<file path="src/rtl/hist_stat_grid.sv">
// Per-block luma histogram: 2 RGB pixels/cycle, read-modify-write into external dual-port SRAM.
// Optional macro HIST_STAT_SAT_EN: counters saturate instead of wrapping.
module hist_stat_grid #(
    parameter int unsigned PIX_W    = 8,
    parameter int unsigned BIN_BITS = 7,
    parameter int unsigned CNT_W    = 16,
    parameter int unsigned BLK_W    = 7,
    parameter int unsigned COORD_W  = 12
) (
    input  logic                      pclk,
    input  logic                      rst_n,
    input  logic                      sof_i,
    input  logic [COORD_W-1:0]        frame_width_i,
    input  logic [COORD_W-1:0]        frame_height_i,
    input  logic [COORD_W-1:0]        block_width_i,
    input  logic [COORD_W-1:0]        block_height_i,
    input  logic [BLK_W-1:0]          block_num_h_i,
    input  logic [BLK_W-1:0]          block_num_v_i,
    input  logic                      valid_i,
    output logic                      ready_o,
    input  logic [PIX_W-1:0]          pixel_fst_r_i,
    input  logic [PIX_W-1:0]          pixel_fst_g_i,
    input  logic [PIX_W-1:0]          pixel_fst_b_i,
    input  logic [PIX_W-1:0]          pixel_sec_r_i,
    input  logic [PIX_W-1:0]          pixel_sec_g_i,
    input  logic [PIX_W-1:0]          pixel_sec_b_i,
    output logic                      busy_o,
    output logic                      done_o,
    output logic                      mem_ren_o,
    output logic [BLK_W+BIN_BITS-1:0] mem_raddr_o,
    input  logic [CNT_W-1:0]          mem_rdata_i,
    output logic                      mem_wen_o,
    output logic [BLK_W+BIN_BITS-1:0] mem_waddr_o,
    output logic [CNT_W-1:0]          mem_wdata_o,
    input  logic                      host_ren_i,
    input  logic [BLK_W+BIN_BITS-1:0] host_raddr_i,
    output logic [CNT_W-1:0]          host_rdata_o,
    output logic                      host_rvalid_o
);

    localparam int unsigned ADDR_W = BLK_W + BIN_BITS;

    typedef enum logic [2:0] {StIdle, StClear, StRun, StDrain, StDone} state_e;

    state_e              state_q, state_d;
    logic [ADDR_W-1:0]   clr_addr_q, clr_addr_d;
    logic [BLK_W-1:0]    clr_h_q, clr_h_d, clr_v_q, clr_v_d;
    logic                drain_q, drain_d;
    logic [COORD_W-1:0]  x_q, x_d, y_q, y_d, bx_q, bx_d, by_q, by_d;
    logic [BLK_W-1:0]    blk_h_q, blk_h_d, row_base_q, row_base_d;
    logic                s2_valid_q, s2_valid_d;
    logic [ADDR_W-1:0]   s2_addr_q, s2_addr_d;
    logic                fwd_valid_q, fwd_valid_d;
    logic [ADDR_W-1:0]   fwd_addr_q, fwd_addr_d;
    logic [CNT_W-1:0]    fwd_data_q, fwd_data_d;
    logic                done_q, done_d;
    logic                host_rvalid_q, host_rvalid_d;

    function automatic logic [PIX_W-1:0] max3(input logic [PIX_W-1:0] a,
                                              input logic [PIX_W-1:0] b,
                                              input logic [PIX_W-1:0] c);
        logic [PIX_W-1:0] m;
        m = (a > b) ? a : b;
        return (m > c) ? m : c;
    endfunction

    logic [PIX_W-1:0]    luma_fst, luma_sec;
    logic [PIX_W:0]      luma_sum;
    logic [BIN_BITS-1:0] bin;
    logic [BLK_W-1:0]    blk_idx;
    logic [ADDR_W-1:0]   pix_addr;
    logic                accept, last_x, last_y;
    logic                pipe_wr, clear_wr, host_acc;
    logic [CNT_W-1:0]    rmw_base, rmw_next;

    assign luma_fst = max3(pixel_fst_r_i, pixel_fst_g_i, pixel_fst_b_i);
    assign luma_sec = max3(pixel_sec_r_i, pixel_sec_g_i, pixel_sec_b_i);
    assign luma_sum = {1'b0, luma_fst} + {1'b0, luma_sec} + (PIX_W + 1)'(1);
    // Rounded average is luma_sum>>1; the bin keeps its top BIN_BITS bits.
    assign bin      = BIN_BITS'(luma_sum >> (PIX_W + 1 - BIN_BITS));
    assign blk_idx  = row_base_q + blk_h_q;
    assign pix_addr = {blk_idx, bin};

    assign ready_o  = (state_q == StRun);
    assign accept   = valid_i & ready_o;
    assign last_x   = (x_q == frame_width_i - COORD_W'(2));
    assign last_y   = (y_q == frame_height_i - COORD_W'(1));

    // Previous write to the same address is not yet visible in mem_rdata_i.
    assign rmw_base = (fwd_valid_q && (fwd_addr_q == s2_addr_q)) ? fwd_data_q : mem_rdata_i;
`ifdef HIST_STAT_SAT_EN
    assign rmw_next = (&rmw_base) ? rmw_base : rmw_base + CNT_W'(1);
`else
    assign rmw_next = rmw_base + CNT_W'(1);
`endif

    assign pipe_wr  = s2_valid_q & ~sof_i;
    assign clear_wr = (state_q == StClear);
    assign host_acc = (state_q == StDone) & host_ren_i & ~sof_i;

    always_comb begin
        mem_wen_o   = pipe_wr | clear_wr;
        mem_waddr_o = '0;
        mem_wdata_o = '0;
        if (clear_wr) begin
            mem_waddr_o = clr_addr_q;
        end else if (pipe_wr) begin
            mem_waddr_o = s2_addr_q;
            mem_wdata_o = rmw_next;
        end
        mem_ren_o   = accept | host_acc;
        mem_raddr_o = '0;
        if (accept) begin
            mem_raddr_o = pix_addr;
        end else if (host_acc) begin
            mem_raddr_o = host_raddr_i;
        end
    end

    assign busy_o        = (state_q == StClear) || (state_q == StRun) || (state_q == StDrain);
    assign done_o        = done_q;
    assign host_rvalid_o = host_rvalid_q;
    assign host_rdata_o  = host_rvalid_q ? mem_rdata_i : '0;

    always_comb begin
        state_d       = state_q;
        clr_addr_d    = clr_addr_q;
        clr_h_d       = clr_h_q;
        clr_v_d       = clr_v_q;
        drain_d       = drain_q;
        x_d           = x_q;
        y_d           = y_q;
        bx_d          = bx_q;
        by_d          = by_q;
        blk_h_d       = blk_h_q;
        row_base_d    = row_base_q;
        done_d        = 1'b0;
        s2_valid_d    = accept & ~sof_i;
        s2_addr_d     = pix_addr;
        fwd_valid_d   = pipe_wr;
        fwd_addr_d    = s2_addr_q;
        fwd_data_d    = rmw_next;
        host_rvalid_d = host_acc;

        if (sof_i) begin
            state_d    = StClear;
            clr_addr_d = '0;
            clr_h_d    = '0;
            clr_v_d    = '0;
            drain_d    = 1'b0;
            x_d        = '0;
            y_d        = '0;
            bx_d       = '0;
            by_d       = '0;
            blk_h_d    = '0;
            row_base_d = '0;
        end else begin
            unique case (state_q)
                StIdle: ;
                StClear: begin
                    clr_addr_d = clr_addr_q + ADDR_W'(1);
                    // Block counters track the sweep so no multiplier is needed for its end.
                    if (&clr_addr_q[BIN_BITS-1:0]) begin
                        if (clr_h_q == block_num_h_i - BLK_W'(1)) begin
                            clr_h_d = '0;
                            if (clr_v_q == block_num_v_i - BLK_W'(1)) begin
                                clr_v_d = '0;
                                state_d = StRun;
                            end else begin
                                clr_v_d = clr_v_q + BLK_W'(1);
                            end
                        end else begin
                            clr_h_d = clr_h_q + BLK_W'(1);
                        end
                    end
                end
                StRun: begin
                    if (accept) begin
                        if (last_x) begin
                            x_d     = '0;
                            bx_d    = '0;
                            blk_h_d = '0;
                            if (last_y) begin
                                y_d        = '0;
                                by_d       = '0;
                                row_base_d = '0;
                                drain_d    = 1'b0;
                                state_d    = StDrain;
                            end else begin
                                y_d = y_q + COORD_W'(1);
                                if (by_q == block_height_i - COORD_W'(1)) begin
                                    by_d       = '0;
                                    row_base_d = row_base_q + block_num_h_i;
                                end else begin
                                    by_d = by_q + COORD_W'(1);
                                end
                            end
                        end else begin
                            x_d = x_q + COORD_W'(2);
                            if (bx_q == block_width_i - COORD_W'(2)) begin
                                bx_d    = '0;
                                blk_h_d = blk_h_q + BLK_W'(1);
                            end else begin
                                bx_d = bx_q + COORD_W'(2);
                            end
                        end
                    end
                end
                StDrain: begin
                    drain_d = 1'b1;
                    if (drain_q) begin
                        state_d = StDone;
                        done_d  = 1'b1;
                    end
                end
                StDone: ;
                default: state_d = StIdle;
            endcase
        end
    end

    always_ff @(posedge pclk or negedge rst_n) begin
        if (!rst_n) begin
            state_q       <= StIdle;
            clr_addr_q    <= '0;
            clr_h_q       <= '0;
            clr_v_q       <= '0;
            drain_q       <= 1'b0;
            x_q           <= '0;
            y_q           <= '0;
            bx_q          <= '0;
            by_q          <= '0;
            blk_h_q       <= '0;
            row_base_q    <= '0;
            s2_valid_q    <= 1'b0;
            s2_addr_q     <= '0;
            fwd_valid_q   <= 1'b0;
            fwd_addr_q    <= '0;
            fwd_data_q    <= '0;
            done_q        <= 1'b0;
            host_rvalid_q <= 1'b0;
        end else begin
            state_q       <= state_d;
            clr_addr_q    <= clr_addr_d;
            clr_h_q       <= clr_h_d;
            clr_v_q       <= clr_v_d;
            drain_q       <= drain_d;
            x_q           <= x_d;
            y_q           <= y_d;
            bx_q          <= bx_d;
            by_q          <= by_d;
            blk_h_q       <= blk_h_d;
            row_base_q    <= row_base_d;
            s2_valid_q    <= s2_valid_d;
            s2_addr_q     <= s2_addr_d;
            fwd_valid_q   <= fwd_valid_d;
            fwd_addr_q    <= fwd_addr_d;
            fwd_data_q    <= fwd_data_d;
            done_q        <= done_d;
            host_rvalid_q <= host_rvalid_d;
        end
    end

endmodule

</file>
<file path="config.mk">
export PLATFORM = sky130hd
export DESIGN_NAME = hist_stat_grid
export DESIGN_NICKNAME = d
export VERILOG_FILES = /design/src/rtl/hist_stat_grid.sv
export SDC_FILE = /design/constraint.sdc
export NUM_CORES = 1
export LEC_CHECK = 0
export CORE_UTILIZATION = 43
export DETAILED_ROUTE_END_ITERATION = 8
export GPL_TIMING_DRIVEN = 0
export PLACE_DENSITY = 0.83
export SLEW_MARGIN = 15
export SYNTH_ARGS = -nofsm -noshare
export SYNTH_HDL_FRONTEND = slang
export SYNTH_SLANG_ARGS = --single-unit
</file>
<file path="constraint.sdc">
create_clock -name pclk -period 7.9 [get_ports pclk]
set_clock_uncertainty 0.15 [all_clocks]
set_input_delay 1.58 -clock pclk [delete_from_list [all_inputs] [get_ports pclk]]
set_output_delay 1.58 -clock pclk [all_outputs]
set_load 0.03 [all_outputs]
</file>
* Word-level counts from Yosys, hierarchy flattened *
Index checks and enable logic that the tools add are counted.

storage, ports and cells
  register bits after elaboration = 142
  latch bits = 0
  bits in writable memories = 0
  memory bits (read-only) = 0
  bits of input ports = 145
  output and inout port bits = 66
  word-level logic and storage cells = 162
  memories kept = 0

operators by class
  $add $sub $neg = 19
  multipliers = 0
  div/mod/pow operators = 0
  $lt $le $gt $ge = 4
  eq/ne operators = 19
  shifts and indexed selects = 0
  muxes and demuxes = 71
  bitwise logic cells = 8
  reductions and logical operators = 23

operator list
  kind                                                    number
  2-to-1 mux 12 bit                                       20
  2-to-1 mux 7 bit                                        20
  2-to-1 mux 14 bit                                       6
  2-to-1 mux 16 bit                                       4
  == test 12 bit                                          4
  > comparator 8 bit                                      4
  2-to-1 mux 8 bit                                        4
  adder 12 x 1 -> 12 bit (second input constant)          2
  adder 12 x 2 -> 12 bit (second input constant)          2
  2-to-1 mux 3 bit                                        8
  subtractor 12 x 1 -> 12 bit (second input constant)     2
  subtractor 12 x 2 -> 12 bit (second input constant)     2
  adder 7 x 1 -> 7 bit (second input constant)            3
  inequality test 3 x 2 -> 1 bit (second input constant)  6
  adder 16 x 1 -> 16 bit (second input constant)          1
  adder 14 x 1 -> 14 bit (second input constant)          1
  adder 7 bit                                             2
  == test 14 bit                                          1
  == test 7 bit                                           2
  subtractor 7 x 1 -> 7 bit (second input constant)       2
  case mux 3 bit (4 select lines)                         1
  nonzero test 2 bit                                      6
  adder 8 x 8 -> 9 bit                                    1
  adder 9 x 1 -> 9 bit (second input constant)            1
  20 further kinds                                        39

* Longest topological paths before layout *
  depth after elaboration = 8
  depth in mapped cells = 23
  mapped depth without buffers = 21

* Worst setup path after synthesis *
No wires, ideal clock.

  path type = input to output
  from = in pixel_sec_g_i[5]
  to = out mem_raddr_o[4]
  data arrival time = 6.409 ns
  data required time = 6.170 ns
  path slack = -0.239 ns
  stages = 20
  path buffers = 1
  path through = inv_1 -> ha_1 -> a211o_1 -> a21o_1 -> o21ai_1 -> mux2_2 -> ha_1 -> nor2b_1 -> o211ai_1 -> a21oi_1 -> o21ai_1 -> clkbuf_1 -> a21oi_1 -> ha_1 -> and3_1 -> a21oi_1 -> inv_1 -> a211oi_1 -> mux2i_1 -> o21ai_0

between the ends
  word-level cells in the longest chain between the ends = 7

ends and longest elaborated chain
  what                      line  text
  from (decl)               25    input logic [PIX_W-1:0] pixel_sec_g_i,
  > comparator 8 bit        63    m = (a > b) ? a : b;
  2-to-1 mux 8 bit (*)      63
  > comparator 8 bit        64    return (m > c) ? m : c;
  2-to-1 mux 8 bit (*)      64
  adder 8 x 8 -> 9 bit (*)  78    assign luma_sum = {1'b0, luma_fst} + {1'b0, luma_sec} + (PIX_W + 1)'(1);
  adder 9 x 1 -> 9 bit (*)  78
  2-to-1 mux 14 bit (*)     113   if (accept) begin
  to (decl)                 30    output logic [BLK_W+BIN_BITS-1:0] mem_raddr_o,

Every way passes the cells marked *; elsewhere a longest branch is shown, timed or not.

* Worst setup path after layout *
  from = in pixel_fst_r_i[7]
  to = out mem_raddr_o[3]

between the ends
  word-level cells in the longest chain between the ends = 7

ends and longest elaborated chain
  what                      line  text
  from (decl)               21    input logic [PIX_W-1:0] pixel_fst_r_i,
  > comparator 8 bit        63
  2-to-1 mux 8 bit (*)      63
  > comparator 8 bit        64
  2-to-1 mux 8 bit (*)      64
  adder 8 x 8 -> 9 bit (*)  78
  adder 9 x 1 -> 9 bit (*)  78
  named net luma_sum[5]     68    logic [PIX_W:0] luma_sum;
  2-to-1 mux 14 bit (*)     113

Mark *: on every way through the listed nets, which the timed path passes. The rest lies on a longest branch.

==> flow_summary_export.csv <==
group,metric,value,unit
cts,clock_latency,0.42,ns
timing,tns,-0.202,ns
cts,htreeDepth,4,
drt,drtAntennaViolNets,0,
global_route,grt_max_degree,80,
cells_and_area,multi_input_area,7620,sq um
setup_path,cp.required,6.17,ns
timing,finalWorstSetupSlack,-0.0614,ns
global_route,met2_usage,41.1,%
global_route,track_usage,24.0,%
setup_path,end_kind,"output port",
status,status,"finished with violations",
setup_path,rr_startpoint,"fwd_addr_d[13]$_DFF_PN0_",
setup_path,critPathSlowestCell,"mux2_4",
flow_run,drv_cap,0,
global_route,grt_pass1_vias,10400,
timing,drv_slew,0,
min_path,whs_endpoint,"fwd_addr_q[8]$_DFF_PN0_",
timing,post-route-min-period,7.96,ns
synthesis,ys_seq_elements,140,
die,die_h,162,um
cells_and_area,fin_area,15100,sq um
synthesis,netlist_area,11000,sq um
cts,cts_buffers,17,
cts,clock_path_buffers,2,
timing,slew_headroom,33.6,%
global_route,top_usage_layer,"met2",
global_route,grtUsageMet3,3.42,%
timing,setup_viol_count_final,5,
drt,first_iter_violations,829,
drt,drc,0,
timing,period_share,101,%
pwr,p_leak,6.51,nW
setup_path,path_buf_inv,7,
cells_and_area,seqCellArea,3500,sq um
die,dieArea,26200,sq um
cells_and_area,drive_gt1_share,13.8,%
synthesis,synth_edf_count,0,
synthesis,syn_nets,1511,
setup_path,rr_endpoint,"fwd_data_q[14]$_DFF_PN0_",
min_path,holdPathStages,0,
setup_path,cp_data_arrival_time,6.23,ns
cts,clk_pin_slew,0.06,ns
drt,vias_per_cell,5.67,
synthesis,synth_area_leader_cell,"dfrtp_1",
cts,clock_sinks,140,
pwr,power_density,157,nW/um^2
placement,gp_congestion,0.902,
placement,io_buffers,209,
global_route,use_met1,30.3,%
setup_path,cpLargestDelayFamily,"compound AO/OA/AOI/OAI gates",
die,fp.dieW,162,um
status,failed_checks,"negative setup slack",
synthesis,synthCells,1298,
synthesis,syn_area_per_cell,8.46,sq um
drt,drt-total-wl,33000,um
cts,root_buffer,"clkbuf_16",
synthesis,synth_common_cells,"dfrtp_1, nor2_1, nand2_1",
synthesis,netlist-cell-type-count,76,
synthesis,ys_seq_area_share,31.9,%
timing,worst_slew_pin_slew,0.988,ns
cts,cts_tree,"done",
global_route,antenna_found_initial,0,
min_path,hp-start,"fwd_addr_d[8]$_DFF_PN0_",
drt,wl_per_cell,17.2,um
global_route,grt_pass1_wl,51000,um
cells_and_area,fillerInstances,2101,
timing,max_freq,126,MHz
pwr,ir_drop,0.155,mV
setup_path,critPathLaunchType,"input port",
synthesis,ys_warn_count,0,
synthesis,synth.area.top_cells,"dfrtp_1, xnor2_1, ha_1",
setup_path,reg2reg_slack,3.67,ns
global_route,grt.overflow.total,0,
setup_path,critPathKind,"input port to output port",
die,rows,58,
synthesis,synth-main-ff-cell,"dfrtp_1",
setup_path,worstPathMaxFanout,7,
die,core_area,25100,sq um
cts,hold_buffers,0,
drt,num_vias,10800,
timing,final_hold_viol_count,0,
min_path,min_path_type,"register to register",
cells_and_area,antenna_cells,0,
synthesis,yosysMostFrequentCell,"dfrtp_1",
setup_path,critPathMaxStageDelay,0.32,ns
die,start_util,43.7,%
cells_and_area,area_growth_syn_to_layout,37.4,%
placement,dpl_cell_area,13500,sq um
drt,drt_pre_antenna_iters,6,
setup_path,worst-r2r-cell-count,11,
synthesis,async_flop_share,100,%
placement,dpl.hpwl,23400,um
die,io_pins,211,
synthesis,netlist.area_leader.share,31.9,%
setup_path,cp.depth,25,
cells_and_area,nNetsFinal,1784,
## how the worst max path moves through the flow
stage / start / to
floorplan: pixel_sec_g_i[5] / mem_raddr_o[6]
global placement: pixel_fst_g_i[1] / mem_raddr_o[3]
detailed placement: pixel_fst_g_i[1] / mem_raddr_o[3]
CTS: pixel_sec_g_i[1] / mem_raddr_o[5]
global route: pixel_fst_g_i[6] / mem_raddr_o[3]
finish: pixel_fst_r_i[7] / mem_raddr_o[3]
## routing by layer
metal | vias to the layer above | routed length [um]
met5 | - | 0
met1 | 5222 | 13900
met3 | 106 | 1650
li1 | 5117 | -
met4 | 0 | 1260
met2 | 404 | 16100
## cell families (layout without fill, tap and decap cells)
| logic type | Yosys count | after routing | synth area share [%] |
|---|---|---|---|
| AOI/OAI and AO/OA | 261 | 261 | 15.3 |
| xor gates and xnor gates | 160 | 160 | 12.8 |
| adders and majority gates | 68 | 68 | 7.89 |
| buffers and inverters | 111 | 397 | 4.02 |
| DFF | 140 | 140 | 31.9 |
| muxes | 33 | 33 | 3.24 |
| and+or+nand+nor | 525 | 525 | 24.9 |
## per-stage QoR
step / instances / utilization (%) / total power [W] / worst slack (ns) / hold WS [ns]
after floorplan: 1298 / - / 0.00116 / 0.0828 / 0.243
after global placement: 1837 / 53.7 / 0.00134 / -1.49 / 0.260
after detailed placement: 1838 / 53.9 / 0.00136 / -1.65 / 0.268
after CTS: 1902 / 58.5 / 0.00227 / 0.00232 / 0.283
after global routing: 1914 / 60.1 / 0.00247 / -0.124 / 0.297
final: 1914 / 60.1 / 0.00237 / -0.0614 / 0.281
## placed cells by master, fill, tap and decap left out, types with 7 or more instances in the layout
master,instances
clkdlybuf4s50_1,169
o41ai_1,8
xor2_1,54
and3_1,30
o21ai_0,69
ha_4,24
a21o_1,15
ha_1,39
nand3b_1,10
a21oi_1,54
nor4_1,9
mux2i_1,12
clkbuf_1,33
nor3_1,19
a21oi_2,7
inv_1,54
o31ai_1,12
dlymetal6s2s_1,17
a31oi_1,9
o211ai_1,7
buf_4,40
and2_1,33
dlygate4sd2_1,9
nand4_1,30
nand2b_1,21
or2_2,7
nand3_1,70
nor2_1,110
clkbuf_16,18
mux2_4,11
xnor2_1,104
a22o_1,13
dfrtp_1,140
nand2_1,111
buf_6,10
nor2b_1,29
nor3b_1,7
inv_2,12
mux2_2,9
## state kept, by name, indices dropped and copies added, names as in the netlist
signal	count
blk_h_q	7
clr_v_q	7
y_q	12
drain_q	1
done_o	1
s2_valid_q	1
by_q	12
fwd_valid_q	1
state_q	3
clr_addr_q	14
x_q	11
fwd_data_q	16
fwd_addr_d	14
clr_h_q	7
row_base_q	7
fwd_addr_q	14
host_rvalid_o	1
bx_q	11
## where the power goes
| part | internal (W) | switching (W) |
|---|---|---|
| Combinational | 0.000395 | 0.000383 |
| Sequential | 0.000772 | 0.0000539 |
| Clock | 0.000455 | 0.000308 |
| Total | 0.00162 | 0.000745 |
## cell type report
class	count	area share, %
plain buffers	44	1.47
clock buffers	21	3.12
clock inverters	11	0.622
inverters	66	1.64
multi-input cells	1047	50.5
flip-flops and latches	140	23.2
well taps	330	2.74
repair buffers	255	16.6
## worst register-to-register path: stages, from the launching register on
cell,delay (ns)
dfrtp_1,0.44
xnor2_1,0.19
nand4_1,0.15
nor4_2,0.87
buf_2,0.42
clkbuf_1,0.41
mux2_2,0.24
ha_1,0.23
a21boi_0,0.42
o21a_1,0.27
nand3_1,0.11
xor2_1,0.18
## repair_timing
| item | CTS | global route |
|---|---|---|
| setup endpoints to repair | 7 | 7 |
| pin swaps | 31 | 42 |
| gates resized for setup | 114 | 77 |
| buffers inserted | 33 | 12 |
No activity file was read; power rests on OpenSTA's default activity.
==> variant 1, RTL diff (same settings) <==
`COORD_W`: 12 -> 10.
--- a/src/rtl/hist_stat_grid.sv
+++ b/src/rtl/hist_stat_grid.sv
@@ -7,3 +7,3 @@
     parameter int unsigned BLK_W    = 7,
-    parameter int unsigned COORD_W  = 12
+    parameter int unsigned COORD_W  = 10
 ) (
Ports: changed (resized block_height_i, block_width_i, frame_height_i and frame_width_i); port bits go from 211 to 203. No check against the original RTL was run, so the function may have changed too.
==> variant 1 against the unedited design <==
Wire length down 2.4%. Power increased by 1.8%. Setup slack better by 0.14 ns. Cell area decreased by 5.2%. Sequential power is 3.5% lower. Sequential cell count is 8 lower. Highest routed layer unchanged. Largest power group is now the clock network. Via count is 3.2% lower. Synthesized area down 5.3%.
==> variant 1: results (changes against the unedited design) <==
Worst hold path
  – Min-delay src: fwd_addr_d[8]
  – Endpoint of the worst hold path: fwd_addr_q[8]
  – Hold Crit Class: reg -> reg
  – Worst hold path stage count: 0 (unchanged)

Logic synthesis
  – Top post-synthesis cells by area: dfrtp_1 32%, ha_1 7.9%, xnor2_1 7.4%, nand2_1 4.3%, nand3_1 4.1%
  – Sequential element share of the synthesized area: 31.8% (-0.12 points)
  – Cell types with the highest counts after synthesis: 132 x dfrtp_1, 118 x nand2_1, 94 x nor2_1
  – Flip-flop cell with the highest count after synthesis: dfrtp_1
  – Cells after Synth: 1246 (-4.0%)
  – Number of distinct library cells after synthesis: 74 (-2.6%)
  – Post-synth net total: 1451 (-4.0%)
  – Fraction of registers with async set/reset: 100% (unchanged)

Placed design
  – Weighted congestion reported at the end of routability-driven placement: 0.964 (+6.9%)
  – PortBufs: 201 (-3.8%)
  – Post-Place Cell Area: 12800 µm² (-5.0%)
  – Placed wire-length estimate: 23200 µm (-0.94%)
  – Post-placement setup slack: -1.80 ns (-0.142 ns)

Layout
  – Register name with the most flops: fwd_data_q
  – Final-stage net count: 1707 (-4.3%)
  – Sequential standard cell area: 3300 µm² (-5.7%)
  – Share of layout cells above drive strength 1: 14.7% (+0.89 points)
  – Fill cell total of the finished layout: 1924 (-8.4%)
  – Antenna Diode Count: 0 (unchanged)
  – Finished Layout Cells: 1834 (-4.2%)

Global route
  – Pin count of the biggest net entering global routing: 72 (-10%)
  – Antenna violations before repair: 0 (unchanged)
  – First-pass GRT wire length: 50300 µm (-1.4%)
  – Overall fraction of global-route tracks in use: 25.7% (+1.7 points)
  – Vias in the first global route: 10.2k (-1.9%)

Setup path
  – Largest stage delay on the critical path: 0.36 ns (+0.04 ns)
  – Launch point of the worst reg-to-reg path: fwd_addr_d[2]
  – Capture instance of the worst register-to-register path: fwd_data_q[14]
  – Register-to-Register Setup Slack: 3.40 ns (-0.27 ns)
  – Critical-path maximum fanout: 5 (-2)
  – Timing startpoint of the critical path: pixel_fst_g_i[2]
  – Critical Path End: mem_raddr_o[2]
  – WP data arrival: 6.09 ns (-0.14 ns)
  – Worst-case reg-to-reg path depth: 12 (+1)
  – Slowest cell on crit path: ha_2

Clocking
  – Register clock-pin slew on the reported worst setup and hold paths: 0.06 ns (about the same)
  – Skew-Pair Late Insertion Delay: ~0.43 ns
  – Cell chosen for the clock root: clkbuf_16
  – TritonCTS buffer count: 17 (unchanged)

Routing
  – Vias per Instance: 5.72 (+0.99%)
  – Residual antenna-violating net count after detailed routing: 0 (unchanged)
  – Avg WL per Cell: 17.5 µm (+1.8%)
  – Detailed router's first-iteration violation count: 763 (-8.0%)
  – Total iterations of the first detailed-routing run: 8 (+2)

Flow run
  – Max-cap violations: 0 (unchanged)

Power and ir drop
  – Leakage: 0.00601 µW (-7.6%)
  – Maximum resistive drop on vdd: 0.170 mV (+9.4%)

STA
  – Upper clock frequency limit: 128 MHz (+1.8%)
  – Hold WS: 0.268 ns (-0.0130 ns)
  – Worst slew margin relative to its limit: 13.6% (-20 points)

Status
  – Run status: finished clean
## variant 1: changes by cell type after synthesis, moves of 10 or more
cell	delta
nand3_1	+16
nor2_1	-21
a21oi_1	-18
and2_1	-11
nor3_1	+15
xnor2_1	-17
inv_1	+16
nor2b_1	-10
## variant 1: cell families after synthesis
logic type	share of synthesized area [%]
XOR/XNOR	11.3
buffers and inverters	4.49
AND/OR/NAND/NOR	24.4
multiplexers	3.99
AO/OA/AOI/OAI	15.7
adder cells (fa/ha/maj)	8.33
flip-flops	31.8
## variant 1: area by class of cell
cell class              instances  share of cell area [%]
flip-flops and latches        132                    23.1
inverters                      82                    2.15
repair buffers                239                    15.7
multi-input cells             991                    50.7
well taps                     319                    2.79
plain buffers                  39                    1.21
clock inverters                14                    1.29
clock buffers                  18                    3.00
## variant 1: worst max-delay path, delay by kind of cell
family | cells | cell delay (ns)
multiplexers | 1 | 0.34
AO/OA/AOI/OAI | 6 | 0.89
AND/OR/NAND/NOR | 7 | 1.08
adder cells (fa/ha/maj) | 3 | 0.91
buffers and inverters | 7 | 1.00
XOR/XNOR | 1 | 0.25
## variant 1: timing repair
item,CTS,global route
hold endpoints to repair,0,0
setup buffers,25,10
gates cloned,2,0
resized for setup,169,89
pin swaps,45,36
endpoints found under the setup margin,7,7
## variant 1: where the power goes
| group | internal (µW) | switching (µW) | leakage [µW] |
|---|---|---|---|
| combinational | 380 | 405 | 0.00396 |
| clock | 525 | 302 | 0.000296 |
| sequential | 739 | 57.9 | 0.00175 |
| total | 1640 | 766 | 0.00601 |
## variant 1: routing by layer
layer	global-route usage, %	vias up	routed length [µm]	share of wire (%)
li1	-	4961	-	-
met4	9.39	0	846	2.6
met1	30.5	4988	12800	40
met2	45.2	471	15800	49
met3	5.78	78	2720	8.5
met5	0	-	0	0
==> variant 2, RTL diff (same flow settings) <==
Without the edit above. The 5 states of `state_e` get a one-hot encoding in 5 bits.
--- a/src/rtl/hist_stat_grid.sv
+++ b/src/rtl/hist_stat_grid.sv
@@ -42,3 +42,3 @@
 
-    typedef enum logic [2:0] {StIdle, StClear, StRun, StDrain, StDone} state_e;
+    typedef enum logic [4:0] {StIdle = 5'b00001, StClear = 5'b00010, StRun = 5'b00100, StDrain = 5'b01000, StDone = 5'b10000} state_e;
 
Check against the original RTL: same outputs for any inputs over 10 cycles, from zero or initial values and one cycle with rst_n low; not proved beyond that.
==> variant 2 against the unedited design <==
The run still ends with setup timing left. Global-route usage grew 1.1 points. Setup slack lost 0.019 ns. Wire length grew 5.7%. Synthesized area grew 2.9%. Power grew 18%. Cell area grew 1.6%. Maximum frequency shrank 0.23%. Sequential cell count grew 2.
==> variant 2: results (changes against the unedited design) <==
Logic synthesis
  – Complex-gate fraction of the synthesized area: 16.1% (+0.79 points)
  – Adder-cell area share of the yosys netlist: 7.66% (-0.23 points)
  – Number of distinct library cells after synthesis: 87 (+14%)
  – Post-synth net total: 1545 (+2.3%)
  – Top post-synthesis cells by area: dfrtp_1 31%, ha_1 7.3%, xnor2_1 6.5%, xor2_1 5.3%, nand2_1 4.2%
  – Fraction of synthesized cell area in xor and xnor cells: 11.9% (-0.98 points)
  – Cell types with the highest counts after synthesis: 141 x dfrtp_1, 126 x nand2_1, 101 x nor2_1
  – Syn. warnings: 0 (unchanged)
  – Multiplexer share of the synthesized area: 3.50% (+0.26 points)
  – Cells after Synth: 1332 (+2.6%)

STA
  – Hold WS: 0.279 ns (-0.00205 ns)
  – Final-report setup violation count: 3 (-2)
  – Final setup TNS: -0.0961 ns (+0.106 ns)
  – Worst slew margin relative to its limit: 14.8% (-19 points)
  – Minimum setup slack in the final design: -0.0801 ns (-0.0187 ns)

Setup path
  – Largest stage delay on the critical path: 0.55 ns (+0.23 ns)
  – Slowest cell on crit path: or4_1
  – WP data arrival: 6.25 ns (+0.02 ns)
  – Top Family by Delay on Critical Path: simple AND/OR/NAND/NOR gates
  – Register-to-Register Setup Slack: 3.47 ns (-0.20 ns)
  – Timing startpoint of the critical path: pixel_fst_r_i[0]
  – Worst-case reg-to-reg path depth: 12 (+1)
  – Critical Path End: mem_raddr_o[4]
  – Launch point of the worst reg-to-reg path: fwd_addr_d[0]

Layout
  – Finished Layout Cells: 1932 (+0.94%)
  – Fill cell total of the finished layout: 2053 (-2.3%)
  – Final-stage net count: 1802 (+1.0%)
  – Share of layout cells above drive strength 1: 14.6% (+0.78 points)

Global route
  – Pin count of the biggest net entering global routing: 105 (+31%)
  – Overall fraction of global-route tracks in use: 25.1% (+1.1 points)
  – First-pass GRT wire length: 53700 µm (+5.3%)

Status
  – Run status: finished, violations left
  – Violations in the final reports: setup timing

Routing
  – Total iterations of the first detailed-routing run: 5 (-1)
  – Avg WL per Cell: 18.0 µm (+4.8%)
  – Detailed router's first-iteration violation count: 806 (-2.8%)
  – Via Count: 11.3k (+4.0%)

Power and ir drop
  – Leakage: 0.00654 µW (+0.55%)
  – Maximum resistive drop on vdd: 0.140 mV (-9.6%)

Placed design
  – Placed wire-length estimate: 24500 µm (+4.7%)
  – Post-placement setup slack: -1.76 ns (-0.110 ns)
  – Weighted congestion reported at the end of routability-driven placement: 0.887 (-1.6%)
  – Post-Place Cell Area: 13800 µm² (+2.3%)

Worst hold path
  – Min-delay src: fwd_addr_d[11]
  – Endpoint of the worst hold path: fwd_addr_q[11]

Clocking
  – Post-cts repair resize count: 158 (+39%)
[variant 2: cell count changes in the layout (fill, tap and decap cells not counted), moves of 13 or more]
cell     before  now
nand3_1      70   57
xnor2_1     104   82
inv_1        54   70
xor2_1       54   69
nor2_1      110   97
[variant 2: power breakdown]
part	internal, µW	switching [µW]
clock network	511	304
registers	823	89.3
logic	495	569
[variant 2: cell type report]
class                           count  area, µm²  share of cell area [%]
Tap cell                          330        413                    2.69
Buffer                             45        201                    1.31
Multi-Input combinational cell   1058       7960                    51.9
Sequential cell                   142       3550                    23.2
Clock inverter                      7        110                   0.718
Inverter                           84        318                    2.07
Timing Repair Buffer              241       2300                    15.0
Clock buffer                       25        475                    3.10
[variant 2: per-layer routing]
layer | wire length (µm) | part of all wire (%) | GRT usage [%] | up-vias
met1 | 14200 | 41 | 31.3 | 5462
met3 | 1840 | 5.3 | 3.96 | 132
met5 | 0 | 0 | 0 | -
met2 | 17200 | 49 | 42.5 | 434
met4 | 1630 | 4.7 | 11.5 | 0
li1 | - | - | - | 5256
